## src/rtl/conv_pass_sched.sv

```systemverilog
// Layer scheduler for the 4-input-channel 3x3 conv core: runs one pass per (output channel, input group),
// streaming image/weight addresses and generating masked output writes with psum prefetch one cycle ahead.
module conv_pass_sched #(
  parameter int IMG_W    = 226,
  parameter int IMG_H    = 226,
  parameter int IN_CH    = 8,
  parameter int OUT_CH   = 4,
  parameter int PIPE_LAT = 457
) (
  input  logic        clk,
  input  logic        reset,
  input  logic        start,
  output logic        busy,
  output logic        done,
  output logic        core_rst,
  output logic        img_rd_en,
  output logic [15:0] img_addr,
  output logic [7:0]  ch_grp,
  output logic [7:0]  oc_idx,
  output logic        w_en,
  output logic [15:0] w_addr,
  output logic        psum_rd_en,
  output logic [15:0] psum_addr,
  output logic        psum_zero,
  output logic        out_we,
  output logic [15:0] out_addr,
  output logic        final_pass
);

  localparam int NPIX      = IMG_W * IMG_H;
  localparam int DRAIN_LEN = (PIPE_LAT > 2 * IMG_W) ? PIPE_LAT - 2 * IMG_W : 0;
  localparam int NGRP      = IN_CH / 4;
  localparam int OUT_COLS  = IMG_W - 2;
  localparam int LAST_CNT  = NPIX + DRAIN_LEN - 1;

  typedef enum logic [2:0] {
    S_IDLE, S_CFG, S_STREAM, S_DRAIN, S_NEXT, S_DONE
  } state_t;

  state_t      state_q, state_d;
  logic [15:0] pix_cnt_q, pix_cnt_d;
  logic [7:0]  ch_grp_q, ch_grp_d;
  logic [7:0]  oc_idx_q, oc_idx_d;
  logic [15:0] pass_base_q, pass_base_d;
  logic        erun_q, erun_d;
  logic [15:0] erow_q, erow_d;
  logic [15:0] ecol_q, ecol_d;
  logic [15:0] wcnt_q, wcnt_d;
  logic        out_we_q, out_we_d;
  logic [15:0] out_addr_q, out_addr_d;
  logic        counting;
  logic        last_pass;
  logic        e_we;

  assign counting  = (state_q == S_STREAM) || (state_q == S_DRAIN);
  assign last_pass = (ch_grp_q == 8'(NGRP - 1)) && (oc_idx_q == 8'(OUT_CH - 1));

  always_comb begin
    state_d     = state_q;
    ch_grp_d    = ch_grp_q;
    oc_idx_d    = oc_idx_q;
    pass_base_d = pass_base_q;
    pix_cnt_d   = counting ? pix_cnt_q + 16'd1 : 16'd0;
    case (state_q)
      S_IDLE: begin
        if (start) begin
          state_d     = S_CFG;
          ch_grp_d    = '0;
          oc_idx_d    = '0;
          pass_base_d = '0;
        end
      end
      S_CFG: state_d = S_STREAM;
      S_STREAM: begin
        if (pix_cnt_q == 16'(NPIX - 1)) state_d = (DRAIN_LEN > 0) ? S_DRAIN : S_NEXT;
      end
      S_DRAIN: begin
        if (pix_cnt_q == 16'(LAST_CNT)) state_d = S_NEXT;
      end
      S_NEXT: begin
        // Indices hold on the final pass so the layer's last coordinates stay visible.
        if (last_pass) begin
          state_d = S_DONE;
        end else begin
          state_d     = S_CFG;
          pass_base_d = pass_base_q + 16'd9;
          if (ch_grp_q == 8'(NGRP - 1)) begin
            ch_grp_d = '0;
            oc_idx_d = oc_idx_q + 8'd1;
          end else begin
            ch_grp_d = ch_grp_q + 8'd1;
          end
        end
      end
      S_DONE:  state_d = S_IDLE;
      default: state_d = S_IDLE;
    endcase
  end

  // The e* window walker runs one cycle ahead of out_we so psum reads can be issued early.
  assign e_we = erun_q && (ecol_q < 16'(OUT_COLS));

  always_comb begin
    erun_d = erun_q;
    erow_d = erow_q;
    ecol_d = ecol_q;
    wcnt_d = wcnt_q;
    if (counting && (pix_cnt_q == 16'(PIPE_LAT - 2))) begin
      erun_d = 1'b1;
      erow_d = '0;
      ecol_d = '0;
      wcnt_d = '0;
    end else if (erun_q) begin
      if (e_we) wcnt_d = wcnt_q + 16'd1;
      if (ecol_q == 16'(IMG_W - 1)) begin
        ecol_d = '0;
        if (erow_q == 16'(IMG_H - 3)) erun_d = 1'b0;
        else erow_d = erow_q + 16'd1;
      end else begin
        ecol_d = ecol_q + 16'd1;
      end
    end
    out_we_d   = e_we;
    out_addr_d = e_we ? wcnt_q : out_addr_q;
  end

  always_ff @(posedge clk) begin
    if (reset) begin
      state_q     <= S_IDLE;
      pix_cnt_q   <= '0;
      ch_grp_q    <= '0;
      oc_idx_q    <= '0;
      pass_base_q <= '0;
      erun_q      <= 1'b0;
      erow_q      <= '0;
      ecol_q      <= '0;
      wcnt_q      <= '0;
      out_we_q    <= 1'b0;
      out_addr_q  <= '0;
    end else begin
      state_q     <= state_d;
      pix_cnt_q   <= pix_cnt_d;
      ch_grp_q    <= ch_grp_d;
      oc_idx_q    <= oc_idx_d;
      pass_base_q <= pass_base_d;
      erun_q      <= erun_d;
      erow_q      <= erow_d;
      ecol_q      <= ecol_d;
      wcnt_q      <= wcnt_d;
      out_we_q    <= out_we_d;
      out_addr_q  <= out_addr_d;
    end
  end

  assign busy       = (state_q != S_IDLE);
  assign done       = (state_q == S_DONE);
  assign core_rst   = (state_q == S_CFG);
  assign img_rd_en  = (state_q == S_STREAM);
  assign img_addr   = img_rd_en ? pix_cnt_q : 16'd0;
  assign w_en       = img_rd_en && (pix_cnt_q < 16'd9);
  assign w_addr     = pass_base_q + (w_en ? pix_cnt_q : 16'd0);
  assign ch_grp     = ch_grp_q;
  assign oc_idx     = oc_idx_q;
  assign psum_zero  = (ch_grp_q == 8'd0);
  assign final_pass = busy && (ch_grp_q == 8'(NGRP - 1));
  assign psum_rd_en = e_we && !psum_zero;
  assign psum_addr  = wcnt_q;
  assign out_we     = out_we_q;
  assign out_addr   = out_addr_q;

endmodule

```

## config.mk

```make
export PLATFORM = sky130hd
export DESIGN_NAME = conv_pass_sched
export DESIGN_NICKNAME = d
export VERILOG_FILES = /design/src/rtl/conv_pass_sched.sv
export SDC_FILE = /design/constraint.sdc
export NUM_CORES = 1
export LEC_CHECK = 0
export CAP_MARGIN = 0
export CORE_UTILIZATION = 55
export DETAILED_ROUTE_END_ITERATION = 8
export DONT_BUFFER_PORTS = 1
export GPL_ROUTABILITY_DRIVEN = 1
export MAX_ROUTING_LAYER = met4
export PLACE_DENSITY_LB_ADDON = 0.25
export SYNTH_ARGS = -nofsm -noshare
export SYNTH_HDL_FRONTEND = slang
export SYNTH_SLANG_ARGS = --single-unit
```

## constraint.sdc

```tcl
create_clock -name clk -period 3.7 [get_ports clk]
set_input_delay 0.74 -clock clk [delete_from_list [all_inputs] [get_ports clk]]
set_output_delay 0.74 -clock clk [all_outputs]
set_load 0.005 [all_outputs]
```

Word-level counts from Yosys, hierarchy flattened. Cells that the tools add are included. W data, S select, Z words.

Register bits: 117. Bits in latches: 0. RAM bits: 0. ROM bits: 0. Bits of input ports: 3. Output and inout bits: 89. Logic and storage cells: 81. Memories: 0.

Add/subtract/negate cells: 8. $mul: 0. Divide/modulo/power cells: 0. Order comparisons: 2. Eq/ne operators: 17. Shifts and indexed selects: 0. Mux-type cells: 22. Bitwise gates (word level): 2. Reductions and logical operators: 19.

Operator list (number): $mux W16 (5); $add A16 B1 Y16 const B (4); $mux W8 (5); $eq A16 B16 Y1 const B (2); $eq A16 B8 Y1 const B (2); $pmux W16 S2 (1); $pmux W8 S2 (2); $add A16 B16 Y16 (1); $add A16 B4 Y16 const B (1); $add A8 B1 Y8 const B (2); $eq A16 B9 Y1 const B (1); $lt A16 B4 Y1 const B (1); $lt A16 B8 Y1 const B (1); $pmux W3 S5 (1); $mux W3 (4); $reduce_and A3 Y1 (3); $eq A8 B1 Y1 const B (1); $eq A8 B2 Y1 const B (1); $logic_not A8 Y1 (1); $eq A3 B2 Y1 const B (2); $eq A3 B3 Y1 const B (2); $logic_and A1 B1 Y1 (6); $ne A2 B2 Y1 const B (3); $mux W1 (4); 11 further kinds (14).

Logic depth before layout (Yosys ltp). Gate-level depths: netlist (run 1).

Word-level depth: 5. Mapped depth: 15.

Worst setup path after synthesis (run 1). Ideal clock, no wire load.

Path kind: register to output. Start: register state_q[1]. End: output port w_addr[14]. Arrival: 3.061 ns. Setup slack: -0.101 ns. Stages on the path, launching flop included: 13. Path buffers: 1. Cell sequence: dfxtp_1 buf_2 nor3b_1 nand3_1 nor2_1 and2_1 ha_1 nor2b_1 o21a_1 a311o_1 a41oi_1 o21ai_0 xor2_1.

Cells in the longest elaborated chain, start to end: 4.

Ends and longest elaborated chain: start, declared (RTL line 40) `state_t state_q, state_d;`; start signal, assigned (RTL line 141) `state_q <= state_d;`; $eq A3 B2 Y1 (RTL line 158) `assign img_rd_en = (state_q == S_STREAM);`; $logic_and A1 B1 Y1 (RTL line 160) `assign w_en = img_rd_en && (pix_cnt_q < 16'd9);`; net w_en (RTL line 20) `output logic w_en,`; $mux W16 (RTL line 161) `assign w_addr = pass_base_q + (w_en ? pix_cnt_q : 16'd0);`; $add A16 B16 Y16 (RTL line 161); end, declared (RTL line 21) `output logic [15:0] w_addr,`.

The timed path passes the listed nets, and every way through them passes these cells.

Worst setup path in the final report (run 1).
Start: register pix_cnt_q[15]. End: output port w_addr[14].

Cells in the longest elaborated chain, start to end: 4.

Ends and longest elaborated chain: start, declared (RTL line 41) `logic [15:0] pix_cnt_q, pix_cnt_d;`; start signal, assigned (RTL line 142) `pix_cnt_q <= pix_cnt_d;`; $lt A16 B4 Y1 (RTL line 160); $logic_and A1 B1 Y1 (RTL line 160); $mux W16 (RTL line 161); $add A16 B16 Y16 (RTL line 161).

No other way between the ends.

==> summary.txt, run 1 <==
Floorplanning
  • Num rows: 38
  • Die H: 109 um
  • Die W: 109 um
  • Die area: 11,800 um2
  • Initial Util: 57.1%
  • Io pins: 92
  • Core footprint: 10,900 um2

CTS
  • Clock Path Buffers: 2
  • Clock sink count: 117
  • Worst-Skew Late Latency: 0.42 ns
  • H-tree levels: 4
  • Clock-pin slew on the worst setup and hold paths: 0.05 ns
  • CTS buffer count: 17
  • Clock root cell: clkbuf_16
  • TritonCTS clock tree: built
  • Hold_buf cts: 0

Critical path
  • CP max stage cell: fa_2
  • Max FO, Critical Path: 3
  • Critical path buffers and inverters: 1
  • Max stage delay on crit path: 0.38 ns
  • Critical path, cell by cell: nor4_4 > nand3_2 > buf_4 > nor2_2 > nand2_2 > fa_2 > nor2b_1 > o21a_1 > a311o_1 > a41oi_2 > o21ai_2 > xor2_1
  • CP required: 2.96 ns
  • Critical path endpoint category: output port
  • Critical Path AT: 3.01 ns
  • Critical path's top delay family: simple AND/OR/NAND/NOR gates
  • Critical path class: register to output port
  • Critical path launch point type: register

Power and ir drop
  • Maximum vdd ir drop: 0.358 mV
  • Static leakage: 2.68 nW
  • Power per cell area: 433 nW/um2
  • Power Total: 3.17 mW

Finish
  • Layout cell share with drive strength beyond 1: 14.1%
  • Area grow syn2layout: 17.4%
  • Fin util: 67.1%
  • N_diodes: 0
  • Most frequent cells in the layout: dfxtp_1, nor2_1, nand2_1
  • Commonest non-fill, non-tap cell in the layout: dfxtp_1
  • # nets final: 814

Logic synthesis
  • Yosys reg bits: 117
  • Syn Area/Cell: 8.24 um2
  • Warnings from Yosys: 0
  • Ys flop type: dfxtp_1
  • Netlist Area Pre-Place: 6250 um2
  • Sequential area share after synthesis: 37.5%
  • Fraction of registers with async set/reset: 0%
  • EDFF count, synth: 0
  • Mapped Cells: 758
  • Synth cell types: 64

Flow run
  • Max Cap Viol: 0

Min path
  • Min-Delay Path Class: input port to register

Timing
  • Hold slack: 0.391 ns
  • Tcrit/Tclk final: 101%
  • Final hold viol count: 0
  • Tightest Pin Transition: 0.768 ns
  • Final Setup Violations: 5
  • Slew HR: 48.7%
  • Min cycle time layout: 3.75 ns
  • Max Slew Vio Count: 0
  • Skew final: 0.00726 ns
  • RSZ-0062 raised after global routing: true
  • Total Neg Setup Slack: -0.153 ns
  • Achievable frequency: 266 MHz
  • Setup WS post-layout: -0.0530 ns

Place
  • Gp weighted congestion: 0.887
  • DP HPWL: 9650 um
  • Number of buffers added on ports: 0

Global route
  • Initial antenna violation count: 0
  • Global-route wire length before repair: 22,900 um
  • Vias in the first global route: 5,049
  • GR Overflow Total: 0
  • GR Util All Layers: 25.5%
  • Largest net degree at the start of global routing: 36

Detailed routing
  • Via Count: 5,329
  • Drt wl/cell: 15.4 um
  • DRC viols: 0
  • Total Wirelength: 14,400 um
  • Via density: 5.70
  • Initial DRC count: 308
  • Total iterations of the first detailed-routing run: 4
  • Antenna Nets Post-Route: 0

Status
  • Failing checks: negative setup slack
  • Status: complete, but fails checks
[synth_stat cells (20+ instances only)]
cell type | n | area (um2)
dfxtp_1 | 117 | 2340
nor2_1 | 111 | 417
nand2_1 | 78 | 293
a21oi_1 | 50 | 250
xnor2_1 | 47 | 412
xor2_1 | 40 | 350
nand3_1 | 37 | 185
ha_1 | 27 | 338
nand4_1 | 27 | 169
inv_1 | 25 | 93.8
and2_1 | 24 | 150
nor3_1 | 22 | 110
clkbuf_1 | 20 | 75.1
[area by class of cell]
class                      count  area [um2]
multi-input combinational    594        3890
fill                         882        3600
sequential                   117        2350
clock buffer                  18         429
timing repair buffer          28         210
clock inverter                13         183
tap                          140         175
inverter                      25        93.8
[per-stage QoR]
| step | worst slack, ns | cells | cell area (um2) |
|---|---|---|---|
| final | -0.0530 | 935 | 7340 |
| after global routing | -0.174 | 935 | 7340 |
| after CTS | -0.0945 | 929 | 7210 |
| after detailed placement | 0.0293 | 889 | 6410 |
| after global placement | 0.101 | 889 | 6410 |
| after floorplan | 0.115 | 768 | 6290 |
[power breakdown]
group          internal, mW  total (mW)  switching, mW
clock network          1.12        1.70          0.584
registers              1.27        1.29         0.0149
logic                0.0637       0.185          0.121
[worst paths after layout]
check                start  slack, ns           to  depth (start not counted)
max          pix_cnt_q[15]      -0.05   w_addr[14]                         12
max reg2reg   pix_cnt_q[0]       1.11   ecol_q[13]                          9
min reg2reg    out_addr[3]       0.46  out_addr[3]                          2
min                  reset       0.39       erun_q                          1
[logic make-up after synthesis]
kind of cell	count (synthesis)	share of synthesized area, %
AOI/OAI and AO/OA	101	10.4
xor gates and xnor gates	87	12.2
adders and majority gates	28	5.73
buffers and inverters	57	3.95
DFF	117	37.5
muxes	4	0.661
other	1	0.0600
and+or+nand+nor	363	29.5
[sequential cells by signal (all words and copies together), names as in the netlist]
register     flops
out_we           1
oc_idx           8
state_q          3
pix_cnt_q       16
erow_q          16
psum_addr       16
pass_base_q     16
erun_q           1
ecol_q          16
ch_grp           8
out_addr        16
[worst reg2reg max path, delay by kind of cell (launching register included)]
| family | cells | cell delay [ns] |
|---|---|---|
| simple gates | 4 | 0.95 |
| fa+ha+maj | 1 | 0.27 |
| flops | 1 | 0.33 |
| buf+inv | 3 | 0.55 |
| compound gates | 1 | 0.36 |
[timing repair]
item | in CTS | in global routing
resized for setup | 28 | 24
pin swaps | 13 | 13
setup buffers | 9 | 6
setup endpoints to repair | 8 | 11
[metal layers]
metal	track usage [%]	vias up	wire length, um
met1	27.9	2521	6130
met4	11.9	0	285
met5	-	-	0
met3	7.96	26	853
met2	42.2	141	7160
li1	-	2641	-
Power figures use the tool's default switching activity.
==> run 2: changes to the inputs <==
Settings changed: CTS_BUF_LIST set to sky130_fd_sc_hd__clkbuf_2.
==> run 2 against run 1 <==
Wire length is 1.5% lower. Non-clock buffer count unchanged. Critical endpoint unchanged. Clock skew increased by 0.028 ns. Die area unchanged. Setup slack worse by 0.31 ns. Core utilization decreased by 3.2 points. Combinational power barely moved. Sequential share of layout area up 1.6 points. The run still ends with negative setup slack left. Global-route usage fell by 0.26 points. Flip-flop and latch count did not move. Design area down 4.8%. Fmax is 7.6% lower.
==> summary.txt, run 2 (same netlist as run 1, synthesis figures left out) <==
Min path
  • Min-Delay Path Class: input port to register (unchanged)
  • Hold Path Depth: 1 (unchanged)
  • Hold_sp: reset (unchanged)

Finish
  • # nets final: 814 (unchanged)
  • Most frequent cells in the layout: dfxtp_1, nor2_1, nand2_1 (unchanged)
  • Commonest non-fill, non-tap cell in the layout: dfxtp_1 (unchanged)
  • Final std cells w/o fill: 935 (unchanged)
  • Layout cell share with drive strength beyond 1: 14.0% (was 14.1%)
  • N_diodes: 0 (unchanged)
  • Area grow syn2layout: 11.8% (was 17.4%)

Power and ir drop
  • P_int: 1.78 mW (was 2.45 mW)
  • Maximum vdd ir drop: 0.199 mV (was 0.358 mV)
  • Switching part of the total power: 26.2% (was 22.7%)
  • Power per cell area: 345 nW/um2 (was 433 nW/um2)
  • Static leakage: 2.55 nW (was 2.68 nW)
  • Clock share of power: 38.8% (was 53.6%)
  • NetSw: 0.631 mW (was 0.720 mW)
  • Sequential share of power: 53.4% (was 40.5%)
  • Combinational Power Share: 7.8% (was 5.8%)
  • Power Total: 2.41 mW (was 3.17 mW)

Global route
  • GR Overflow Total: 0 (unchanged)
  • Global-route wire length before repair: 22,700 um (was 22,900 um)
  • Gr busiest metal: met2 (unchanged)
  • M2 GR Usage: 41.4% (was 42.2%)
  • GR Util All Layers: 25.2% (was 25.5%)
  • Met1 Use GR: 27.7% (was 27.9%)
  • Met3 Use GR: 8.68% (was 7.96%)
  • Largest net degree at the start of global routing: 36 (unchanged)
  • Initial antenna violation count: 0 (unchanged)
  • Vias in the first global route: 4,983 (was 5,049)

Timing
  • Final hold viol count: 0 (unchanged)
  • Max Slew Vio Count: 0 (unchanged)
  • Slew HR: 47.8% (was 48.7%)
  • Achievable frequency: 246 MHz (was 266 MHz)
  • RSZ-0062 raised after global routing: true (unchanged)
  • Setup WS post-layout: -0.364 ns (was -0.0530 ns)
  • Tightest Pin Transition: 0.782 ns (was 0.768 ns)
  • Min cycle time layout: 4.06 ns (was 3.75 ns)
  • Tcrit/Tclk final: 110% (was 101%)
  • Final Setup Violations: 11 (was 5)
  • Skew final: 0.0348 ns (was 0.00726 ns)

Detailed routing
  • Via density: 5.70 (about the same)
  • Total iterations of the first detailed-routing run: 5 (was 4)
  • DRC viols: 0 (unchanged)
  • Antenna Nets Post-Route: 0 (unchanged)
  • Initial DRC count: 316 (was 308)
  • Via Count: 5,331 (was 5,329)
  • Total Wirelength: 14,200 um (was 14,400 um)
  • Drt wl/cell: 15.2 um (was 15.4 um)

Critical path
  • Setup crit end: w_addr[14] (unchanged)
  • CP required: 2.96 ns (about the same)
  • WP depth: 15 (was 12)
  • Critical path buffers and inverters: 3 (was 1)
  • Critical Path AT: 3.32 ns (was 3.01 ns)
  • Reg2Reg Setup Slack: 1.07 ns (was 1.11 ns)
  • Worst R2R Path Depth: 9 (unchanged)
  • Critical path's top delay family: compound AO/OA/AOI/OAI gates (was simple AND/OR/NAND/NOR gates)
  • Critical path endpoint category: output port (unchanged)
  • Crit. Startpoint: pix_cnt_q[0] (was pix_cnt_q[15])
  • Max FO, Critical Path: 3 (unchanged)
  • Critical path launch point type: register (unchanged)
  • Critical path class: register to output port (unchanged)
  • Critical path, cell by cell: inv_2 > ha_1 > inv_1 > o21ai_2 > nand3_2 > nor3_2 > ha_2 > inv_2 > fa_2 > nor2b_1 > o21a_1 > a311o_1 > a41oi_2 > o21ai_2 > xor2_1 (was nor4_4 > nand3_2 > buf_4 > nor2_2 > nand2_2 > fa_2 > nor2b_1 > o21a_1 > a311o_1 > a41oi_2 > o21ai_2 > xor2_1)
  • FF-to-FF End: ecol_q[13] (unchanged)
  • FF-to-FF Start: pix_cnt_q[1] (was pix_cnt_q[0])
  • Max stage delay on crit path: 0.36 ns (was 0.38 ns)
  • CP max stage cell: dfxtp_2 (was fa_2)

CTS
  • H-tree levels: 4 (unchanged)
  • Clock root cell: clkbuf_2 (was clkbuf_16)
  • CTS buffer count: 17 (unchanged)
  • Clock-pin slew on the worst setup and hold paths: 0.17 ns (was 0.05 ns)
  • Clock sink count: 117 (unchanged)
  • Worst-Skew Late Latency: 0.72 ns (was 0.42 ns)
  • Clock Path Buffers: 2 (unchanged)
  • TritonCTS clock tree: built (unchanged)

Status
  • Failing checks: negative setup slack (unchanged)
  • Status: complete, but fails checks (unchanged)

Floorplanning
  • Io pins: 92 (unchanged)
  • Num rows: 38 (unchanged)
  • Initial Util: 57.1% (unchanged)
  • Core footprint: 10,900 um2 (unchanged)
  • Die area: 11,800 um2 (unchanged)
  • Die H: 109 um (unchanged)
  • Die W: 109 um (unchanged)

Place
  • DP HPWL: 9650 um (unchanged)
  • Placed cell count: 889 (unchanged)
  • Gp weighted congestion: 0.887 (unchanged)
  • Number of buffers added on ports: 0 (unchanged)

Flow run
  • Max Cap Viol: 0 (unchanged)
run 2: final cells by class:
class | instances | area [um2]
Clock buffer | 18 | 90.1
Clock inverter | 13 | 183
Fill cell | 933 | 3950
Inverter | 25 | 93.8
Multi-Input combinational cell | 594 | 3880
Sequential cell | 117 | 2350
Tap cell | 140 | 175
Timing Repair Buffer | 28 | 216
run 2: worst min-delay path by stage:
stage / endpoint / slack, ns
detailed placement: out_addr[3] / 0.46
CTS: oc_idx[0] / 0.008
floorplan: pix_cnt_q[0] / 0.43
global placement: pix_cnt_q[0] / 0.45
global route: erun_q / 0.002
finish: erun_q / 0.08
run 2: repair_timing:
item                                    in CTS  in global routing
hold buffers                                 0                  1
pin swaps                                   12                 13
resized for setup                           26                 23
gates cloned                                 0                  0
buffers inserted                             9                  5
endpoints found under the hold margin        0                  2
endpoints found under the setup margin      12                 12
run 2: per-layer routing:
metal  wire length (um)  share of wire [%]
met2               7150                 50
met1               5900                 42
met4                282                2.0
met5                  0                  0
met3                876                6.2
run 2: metrics by stage:
stage | cell area (um2) | TNS (ns) | util [%] | hold WS (ns) | setup WS, ns
final | 6980 | -2.41 | 63.9 | 0.0827 | -0.364
after global routing | 6980 | -4.62 | 63.9 | 0.00150 | -0.551
after CTS | 6840 | -2.83 | 62.6 | 0.00831 | -0.391
after detailed placement | 6410 | 0 | 58.6 | 0.459 | 0.0293
after global placement | 6410 | 0 | 58.6 | 0.449 | 0.101
after floorplan | 6290 | 0 | - | 0.433 | 0.115
run 2: power by group through the flow:
stage | Clock [mW] | Sequential (mW) | Combinational [mW]
after global placement | 0 | 1.31 | 0.162
after detailed placement | 0 | 1.31 | 0.165
after floorplan | 0 | 1.31 | 0.140
final | 0.937 | 1.29 | 0.187
after CTS | 0.953 | 1.29 | 0.175
after global routing | 1.01 | 1.29 | 0.207
==> run 3: changes to the inputs <==
Settings changed: CORE_MARGIN set to 1.5, SLEW_MARGIN set to 20.
==> run 3 against run 2 <==
Hold slack gained 0.028 ns. Combinational power grew 3%. Design area grew 0.73%. Clock power shrank 3.4%. Die area grew 1.9%. Via count shrank 1.3%. First-iteration DRC count shrank 0.63%. Flip-flop and latch count is the same. Core utilization grew 0.47 points. Clock-buffer cell count shrank 1. Largest power group unchanged. Clock skew shrank 0.0054 ns. The run still ends with negative setup slack left.
==> summary.txt, run 3 (same netlist as run 1, synthesis figures left out) <==
Critical path
  • Critical Path AT: 3.34 ns (was 3.32 ns)
  • Max stage delay on crit path: 0.39 ns (was 0.36 ns)
  • Critical path endpoint category: output port (unchanged)
  • CP max stage cell: dfxtp_4 (was dfxtp_2)
  • Critical path's top delay family: simple AND/OR/NAND/NOR gates (was compound AO/OA/AOI/OAI gates)
  • CP required: 2.96 ns (about the same)
  • Max FO, Critical Path: 3 (unchanged)
  • Critical path buffers and inverters: 1 (was 3)
  • Critical path class: register to output port (unchanged)
  • Critical path, cell by cell: nor4_4 > nand3_2 > nor3_2 > ha_2 > inv_2 > fa_2 > nor2b_4 > o21a_1 > a311o_1 > a41oi_2 > o21ai_1 > xor2_1 (was inv_2 > ha_1 > inv_1 > o21ai_2 > nand3_2 > nor3_2 > ha_2 > inv_2 > fa_2 > nor2b_1 > o21a_1 > a311o_1 > a41oi_2 > o21ai_2 > xor2_1)
  • Critical path launch point type: register (unchanged)

Timing
  • Tightest Pin Transition: 0.746 ns (was 0.782 ns)
  • Achievable frequency: 245 MHz (was 246 MHz)
  • Final Setup Violations: 12 (was 11)
  • Min cycle time layout: 4.08 ns (was 4.06 ns)
  • Final hold viol count: 0 (unchanged)
  • Max Slew Vio Count: 0 (unchanged)
  • Total Neg Setup Slack: -2.77 ns (was -2.41 ns)
  • Tcrit/Tclk final: 110% (about the same)
  • RSZ-0062 raised after global routing: true (unchanged)
  • Slew HR: 50.2% (was 47.8%)
  • Setup WS post-layout: -0.380 ns (was -0.364 ns)
  • Skew final: 0.0294 ns (was 0.0348 ns)

Finish
  • Most frequent cells in the layout: dfxtp_1, nor2_1, nand2_1 (unchanged)
  • Area grow syn2layout: 12.6% (was 11.8%)
  • # fillers: 939 (was 933)
  • # nets final: 817 (was 814)
  • Layout cell share with drive strength beyond 1: 14.3% (was 14.0%)
  • Commonest non-fill, non-tap cell in the layout: dfxtp_1 (unchanged)

Floorplanning
  • Initial Util: 57.1% (unchanged)
  • Die W: 110 um (was 109 um)
  • Die H: 110 um (was 109 um)
  • Core footprint: 10,900 um2 (unchanged)
  • Io pins: 92 (unchanged)
  • Die area: 12,000 um2 (was 11,800 um2)
  • Num rows: 38 (unchanged)

Global route
  • Global-route wire length before repair: 22,900 um (was 22,700 um)
  • GR Overflow Total: 0 (unchanged)
  • Vias in the first global route: 4,924 (was 4,983)
  • Initial antenna violation count: 1 (was 0)
  • GR Util All Layers: 24.8% (was 25.2%)
  • Largest net degree at the start of global routing: 36 (unchanged)

CTS
  • Clock sink count: 117 (unchanged)
  • Worst-Skew Late Latency: 0.68 ns (was 0.72 ns)
  • H-tree levels: 4 (unchanged)
  • Clock root cell: clkbuf_2 (unchanged)
  • TritonCTS clock tree: built (unchanged)
  • Clock-pin slew on the worst setup and hold paths: 0.18 ns (was 0.17 ns)
  • CTS buffer count: 17 (unchanged)
  • Clock Path Buffers: 2 (unchanged)

Place
  • Gp weighted congestion: 0.870 (was 0.887)
  • DP HPWL: 9680 um (was 9650 um)
  • Number of buffers added on ports: 0 (unchanged)

Power and ir drop
  • Power Total: 2.39 mW (was 2.41 mW)
  • Static leakage: 2.55 nW (about the same)
  • Maximum vdd ir drop: 0.234 mV (was 0.199 mV)
  • Power per cell area: 339 nW/um2 (was 345 nW/um2)

Detailed routing
  • Via density: 5.60 (was 5.70)
  • Antenna Nets Post-Route: 0 (unchanged)
  • Drt wl/cell: 14.9 um (was 15.2 um)
  • DRC viols: 0 (unchanged)
  • Total Wirelength: 14,000 um (was 14,200 um)
  • Initial DRC count: 314 (was 316)
  • Via Count: 5,261 (was 5,331)
  • Total iterations of the first detailed-routing run: 5 (unchanged)

Status
  • Status: complete, but fails checks (unchanged)
  • Failing checks: negative setup slack (unchanged)

Min path
  • Min-Delay Path Class: input port to register (unchanged)

Flow run
  • Max Cap Viol: 0 (unchanged)
run 3: cell count changes in the layout (fill, tap and decap cells not counted), sizes merged:
| cell | change |
|---|---|
| clkinvlp | -1 |
| dlygate4sd3 | -1 |
| inv | +1 |
| buf | +4 |
| clkinv | +3 |
| clkbuf | -1 |
| bufinv | -1 |
| diode | +1 |
run 3: power by group:
group / internal, mW / switching [mW] / leakage [nW] / total (mW)
sequential: 1.27 / 0.0151 / 0.945 / 1.29
clock: 0.381 / 0.525 / 0.146 / 0.905
combinational: 0.0701 / 0.123 / 1.46 / 0.193
total: 1.72 / 0.663 / 2.55 / 2.39
run 3: routing by layer:
layer  GRT usage [%]  routed length [um]  up-vias
li1                -                   -     2660
met1            28.5                6050     2473
met2            41.2                7030      115
met3            8.00                 791       13
met4            7.88                 132        0
met5               -                   0        -
run 3: per-stage QoR:
step                      setup WS [ns]  cell area [um2]  std cells  hold WS, ns  utilization, %
final                            -0.380             7040        940        0.111            64.3
after global placement           0.0953             6420        891        0.454            58.7
after CTS                        -0.428             6910        932       0.0374            63.2
after global routing             -0.626             7040        940       0.0145            64.3
after floorplan                   0.115             6290        768        0.433               -
after detailed placement         0.0224             6420        891        0.460            58.7
run 3: repair_timing:
| item | in CTS | in global routing |
|---|---|---|
| setup buffers | 9 | 7 |
| pin swaps | 16 | 17 |
| hold buffers | 0 | 0 |
| gates resized for setup | 39 | 14 |
| endpoints found under the setup margin | 12 | 12 |
run 3: final timing paths:
| path | start | endpoint | slack (ns) | cells past startpoint |
|---|---|---|---|---|
| worst max-delay path | pix_cnt_q[15] | w_addr[14] | -0.38 | 12 |
| worst min-delay path | reset | pass_base_q[1] | 0.11 | 1 |
| worst max register to register | pix_cnt_q[1] | ecol_q[2] | 1.11 | 9 |
| worst min register to register | out_addr[4] | out_addr[4] | 0.48 | 2 |
run 3: area by class of cell:
| cell class | instances | area [um2] | share of cell area [%] |
|---|---|---|---|
| multi-input combinational | 594 | 3910 | 55.5 |
| sequential | 117 | 2350 | 33.4 |
| timing repair buffer | 31 | 244 | 3.47 |
| clock inverter | 15 | 181 | 2.58 |
| tap | 140 | 175 | 2.49 |
| inverter | 25 | 93.8 | 1.33 |
| clock buffer | 17 | 85.1 | 1.21 |
| antenna | 1 | 2.50 | 0.0356 |
